`src/rtl/plic_irq_gateway.sv`:
```
// plic_irq_gateway: conditions raw external interrupt lines for the PLIC.
// Per source: polarity correction, multi-flop synchronisation into CLK,
// then either level pass-through or rising-edge capture into a saturating
// pending-edge counter that is drained by software completions. Edges lost
// to counter saturation raise a sticky per-source overflow flag.
module plic_irq_gateway #(
    parameter int unsigned          N_INT_SRC   = 32,
    parameter int unsigned          SYNC_STAGES = 2,
    parameter int unsigned          CNT_W       = 3,
    parameter logic [N_INT_SRC-1:0] EDGE_MASK   = '0,
    parameter logic [N_INT_SRC-1:0] POLARITY    = '0
) (
    input  logic                 CLK,
    input  logic                 RST_X,
    input  logic [N_INT_SRC-1:0] w_irq_in,
    input  logic [N_INT_SRC-1:0] w_cmpl,
    input  logic [N_INT_SRC-1:0] w_ovf_clr,
    output logic [N_INT_SRC-1:0] w_int_src,
    output logic [N_INT_SRC-1:0] w_ovf
);

    localparam logic [CNT_W-1:0] CNT_ONE = CNT_W'(1);
    localparam logic [CNT_W-1:0] CNT_MAX = '1;

    // Synchroniser chain, stage 0 takes the polarity-corrected raw lines.
    logic [N_INT_SRC-1:0] sync_q [SYNC_STAGES];
    logic [N_INT_SRC-1:0] s;
    logic [N_INT_SRC-1:0] s_d;
    logic [N_INT_SRC-1:0] r_lvl;

    // Edge-source bookkeeping.
    logic [CNT_W-1:0]     cnt_q [N_INT_SRC];
    logic [CNT_W-1:0]     cnt_d [N_INT_SRC];
    logic [N_INT_SRC-1:0] ovf_q;
    logic [N_INT_SRC-1:0] ovf_d;
    logic [N_INT_SRC-1:0] ovf_set;
    logic [N_INT_SRC-1:0] rise;
    logic [N_INT_SRC-1:0] cmpl_e;

    assign s = sync_q[SYNC_STAGES-1];

    // Level sources never see edges or completions, so their counters and
    // overflow bits stay at reset and the unused logic folds away.
    assign rise   = s & ~s_d & EDGE_MASK;
    assign cmpl_e = w_cmpl & EDGE_MASK;

    // Synchronise the corrected inputs into CLK.
    always_ff @(posedge CLK or negedge RST_X) begin
        if (!RST_X) begin
            for (int unsigned k = 0; k < SYNC_STAGES; k++) begin
                sync_q[k] <= '0;
            end
        end else begin
            sync_q[0] <= w_irq_in ^ POLARITY;
            for (int unsigned k = 1; k < SYNC_STAGES; k++) begin
                sync_q[k] <= sync_q[k-1];
            end
        end
    end

    // Delayed copy for edge detection and the level-source output register.
    always_ff @(posedge CLK or negedge RST_X) begin
        if (!RST_X) begin
            s_d   <= '0;
            r_lvl <= '0;
        end else begin
            s_d   <= s;
            r_lvl <= s;
        end
    end

    // Next pending-edge count and overflow set, first matching case wins.
    // A rise coinciding with a completion cancels out when edges are pending;
    // at zero it falls through to the increment so no edge is lost.
    always_comb begin
        ovf_set = '0;
        for (int unsigned i = 0; i < N_INT_SRC; i++) begin
            cnt_d[i] = cnt_q[i];
            if (rise[i] && cmpl_e[i] && (cnt_q[i] != '0)) begin
                cnt_d[i] = cnt_q[i];
            end else if (rise[i] && (cnt_q[i] == CNT_MAX)) begin
                ovf_set[i] = 1'b1;
            end else if (rise[i]) begin
                cnt_d[i] = cnt_q[i] + CNT_ONE;
            end else if (cmpl_e[i] && (cnt_q[i] != '0)) begin
                cnt_d[i] = cnt_q[i] - CNT_ONE;
            end
        end
    end

    // Sticky overflow: a new set wins over a simultaneous clear.
    always_comb begin
        ovf_d = ovf_set | (ovf_q & ~w_ovf_clr);
    end

    // Counter and overflow registers.
    always_ff @(posedge CLK or negedge RST_X) begin
        if (!RST_X) begin
            for (int unsigned i = 0; i < N_INT_SRC; i++) begin
                cnt_q[i] <= '0;
            end
            ovf_q <= '0;
        end else begin
            for (int unsigned i = 0; i < N_INT_SRC; i++) begin
                cnt_q[i] <= cnt_d[i];
            end
            ovf_q <= ovf_d;
        end
    end

    // Request output: level register or "edges still pending".
    always_comb begin
        w_int_src = '0;
        for (int unsigned i = 0; i < N_INT_SRC; i++) begin
            w_int_src[i] = EDGE_MASK[i] ? (cnt_q[i] != '0) : r_lvl[i];
        end
    end

    assign w_ovf = ovf_q;

endmodule

```
`config.mk`:
```
export PLATFORM = sky130hd
export DESIGN_NAME = plic_irq_gateway
export DESIGN_NICKNAME = d
export VERILOG_FILES = /design/src/rtl/plic_irq_gateway.sv
export SDC_FILE = /design/constraint.sdc
export NUM_CORES = 1
export LEC_CHECK = 0
export CORE_ASPECT_RATIO = 1.75
export CORE_MARGIN = 1
export CORE_UTILIZATION = 44
export CTS_CLUSTER_DIAMETER = 200
export CTS_CLUSTER_SIZE = 28
export DETAILED_ROUTE_END_ITERATION = 16
export GPL_ROUTABILITY_DRIVEN = 0
export HOLD_SLACK_MARGIN = 0.02
export PLACE_DENSITY = 0.82
export RECOVER_POWER = 25
export SLEW_MARGIN = 20
export SYNTH_ARGS = -nofsm -noshare
export SYNTH_HDL_FRONTEND = slang
export SYNTH_SLANG_ARGS = --single-unit
export TNS_END_PERCENT = 5
```
`constraint.sdc`:
```
create_clock -name CLK -period 1.11 [get_ports CLK]
set_clock_uncertainty 0.2 [all_clocks]
set_input_delay 0.333 -clock CLK [delete_from_list [all_inputs] [get_ports CLK]]
set_output_delay 0.333 -clock CLK [all_outputs]
set_load 0.1 [all_outputs]
```
==> Yosys cells after proc, flatten, opt, wreduce, memory -nomap -nowiden <==
Index checks and enable logic that the tools add are counted.
{ "totals": {"elab_cells": 6, "output_inout_bits": 64, "memories": 0, "ram_bits": 0, "reg_bits": 128, "rom_bits": 0, "latchBits": 0, "in_bits": 98} }
{ "op_classes": {"n_shift": 0, "n_mux": 0, "multipliers": 0, "reduce_logical": 0, "n_addsub": 0, "bitwise_logic": 2, "n_eq_ne": 0, "n_div": 0, "n_lt_le_gt_ge": 0} }
{ "ops": {"columns": ["op", "count"], "rows": [
  ["bitwise AND 32 bit", 1],
  ["NOT 32 bit", 1]
]} }

==> Depth between registers and ports, before layout <==
{ "depth": {"depth_word": 2, "depth_mapped": 1, "ltp_nobuf": 1} }

==> Least setup slack after synthesis <==
Ideal clock, no wire load.
{ "synth_path": {"path_kind": "register to register", "start": "reg ovf_q[0], in the netlist w_ovf[0]", "end": "reg ovf_q[0], in the netlist w_ovf[0]", "path_stages_with_launch": 2, "setup_ps": 71, "t_arrival_ps": 1167, "path_slack_ps": -328, "cell_sequence": "dfrtp_1 nor2b_4"} }
{ "synth_via": {"elab_chain_len": 1} }
{ "synth_rtl": {"columns": ["element", "line_no", "source"], "rows": [
  ["start, declared", "34", "logic [N_INT_SRC-1:0] ovf_q;"],
  ["start signal, assigned", "107", "ovf_q <= ovf_d;"],
  ["bitwise AND 32 bit", "93", "ovf_d = ovf_set | (ovf_q & ~w_ovf_clr);"],
  ["named net ovf_d[0]", "35", "logic [N_INT_SRC-1:0] ovf_d;"]
]} }
The timed path passes the listed nets, and every way through them passes these cells.

==> Worst setup path in the final report <==
{ "layout_path": {"start": "reg ovf_q[20], in the netlist w_ovf[20]", "end": "out w_ovf[20]"} }
{ "layout_lines": {"columns": ["element", "line_no", "source"], "rows": [
  ["end, declared", "19", "output logic [N_INT_SRC-1:0] w_ovf"]
]} }
No word-level cell between the ends.

==> metrics.txt <==
status=finished with violations; failing checks=setup timing; HP Class=register to register; first-pass GRT wire length=around 11 mm; vias post-DR=1,848; unrepaired setup endpoints after global routing=true; clock buffer depth=2; most common cell after layout, fill and taps aside=buf_12; Worst path top cell family by delay=flip-flops; synthesized netlist cell count=160; Reg-to-Reg Start=w_ovf[7]; #FFs+latches synth=128; I/O pin count=162; CTS Buf Count=17; Setup-failing EPs final=64; Hold Path Cell Cnt=0; H-tree level count=4; Hold WS=0.142 ns; DRT Pass-1 Iters=10; post-cts sizing count=0; critical path's slowest cell=dfrtp_4; max-slew violation count=0; vias in the first global route=between 2,000 and 2,500; Cell Area, Placed=6000 um2; largest net degree at the start of global routing=38; routed wire length per instance=about 17 um; # diodes=0; RR Endpoint=w_ovf[7]; Cells after DPL=a little under 400; relative slew slack=approximately 87%; P&R area growth vs syn=83.5%; CP max stage delay=between 0.4 and 0.5 ns; CTS tree=done; P_leak=2.75 nW; # port buffers=129; crit path capture=w_ovf[20]; total power=approximately 12 mW; Non-Filler Instances=422; fin nets=between 400 and 500; Slew @ Worst Pin=0.199 ns; max cap viols=0; PwrDens=1780 nW/um2; final worst path period share=144%; Syn Nets=between 200 and 300; highest clock rate=between 0.6 and 0.7 GHz; Worst setup EP type=output port; most frequent cells in the layout=66 x buf_12, 64 x dfrtp_1, 64 x dfrtp_4, 33 x clkdlybuf4s50_1; min Tclk post-route=~1.6 ns; Crit path depth=1; crit-path cells=buf_12; Sink Count=approximately 130; post-layout util=84.0%; count of cell types in the netlist=2; Post-Syn Area=3640 um2; grt total ovfl=0; GR Util All Layers=a little under a fifth; DIE HEIGHT=~120 um; DP HPWL=~4.7 mm; Worst R2R Path Depth=2; CP Max Fanout=2; pre-CTS setup slack=-0.121 ns; register area share after synthesis=between 80% and 90%; fin worst setup slack=-0.489 ns; post-DR vias/cell=4.38; CP Class=register to output port; CP startpoint kind=register; Residual DRC=0; CP startpoint=w_ovf[20]; Root Buffer=clkbuf_16; Peak supply drop=0.00136 V; Finished Cell Area=between 6000 and 7000 um2; Rows=between 40 and 50; synth warn=0; clk slew on worst S/H paths=0.05 ns; starting density of the core=between 40% and 50%; DRT iter0 DRCs=a little over 100; Fin Setup TNS=-30.40 ns; CP arrival=1.07 ns; Buf+Inv Stages, Crit Path=1; r2r setup slk=around 0.05 ns; CORE AREA=about 8000 um2; post-route ant nets=0; Synth Area per Inst=between 20 and 25 um2; HP Start=s[12]; die span in x=a little over 70 um; initial antenna violation count=0; WL final=~7 mm; CP required=slightly below 0.6 ns; Hold Fails Final Rpt=0; share of layout cells above drive strength 1=61.1%; Worst-Skew Late Latency=between 0.3 and 0.4 ns; Die ar.=just under 9000 um2
[logic make-up after synthesis]
| logic type | share of synthesized area [%] |
|---|---|
| flip-flops | 87.9 |
| AND/OR/NAND/NOR | 12.1 |
[per-layer routing]
layer / up-vias / share of wire [%] / track usage [%]
li1: 815 / - / -
met1: 946 / 30 / 16.5
met2: 75 / 61 / 32.8
met3: 12 / 6.0 / 7.55
met4: 0 / 2.9 / 10.9
met5: - / 0 / 0
[Yosys cell counts]
cell type | instances | share of area (%)
dfrtp_1 | 128 | 88
nor2b_4 | 32 | 12
[state kept, by name (all words and copies together), names as in the netlist]
signal,count
w_int_src,32
sync_q,32
s,32
w_ovf,32
[layout make-up]
cell class	instances	area [um2]
fill	376	1280
multi-input combinational	32	440
sequential	128	3440
timing repair buffer	140	2040
tap	90	113
clock inverter	10	155
clock buffer	22	494
[where the power goes]
group | internal, mW | switching [mW] | leakage [nW]
combinational | 0.435 | 0.639 | 0.962
sequential | 4.89 | 0.0872 | 1.47
clock | 4.04 | 1.81 | 0.318
total | 9.36 | 2.53 | 2.75
[repair_timing]
action | in CTS | in global routing
endpoints found under the hold margin | 128 | 0
setup buffers | 2 | 2
hold buffers | 1 | 0
setup endpoints to repair | 64 | 64
[worst min path at each step]
stage               endpoint  slack (ns)
6_report       w_int_src[12]        0.14
5_1_grt           sync_q[59]        0.15
4_1_cts           sync_q[38]        0.14
3_5_place_dp      sync_q[38]      -0.008
3_3_place_gp           s[14]       -0.01
2_1_floorplan           s[0]       -0.16
Power figures use the tool's default switching activity.
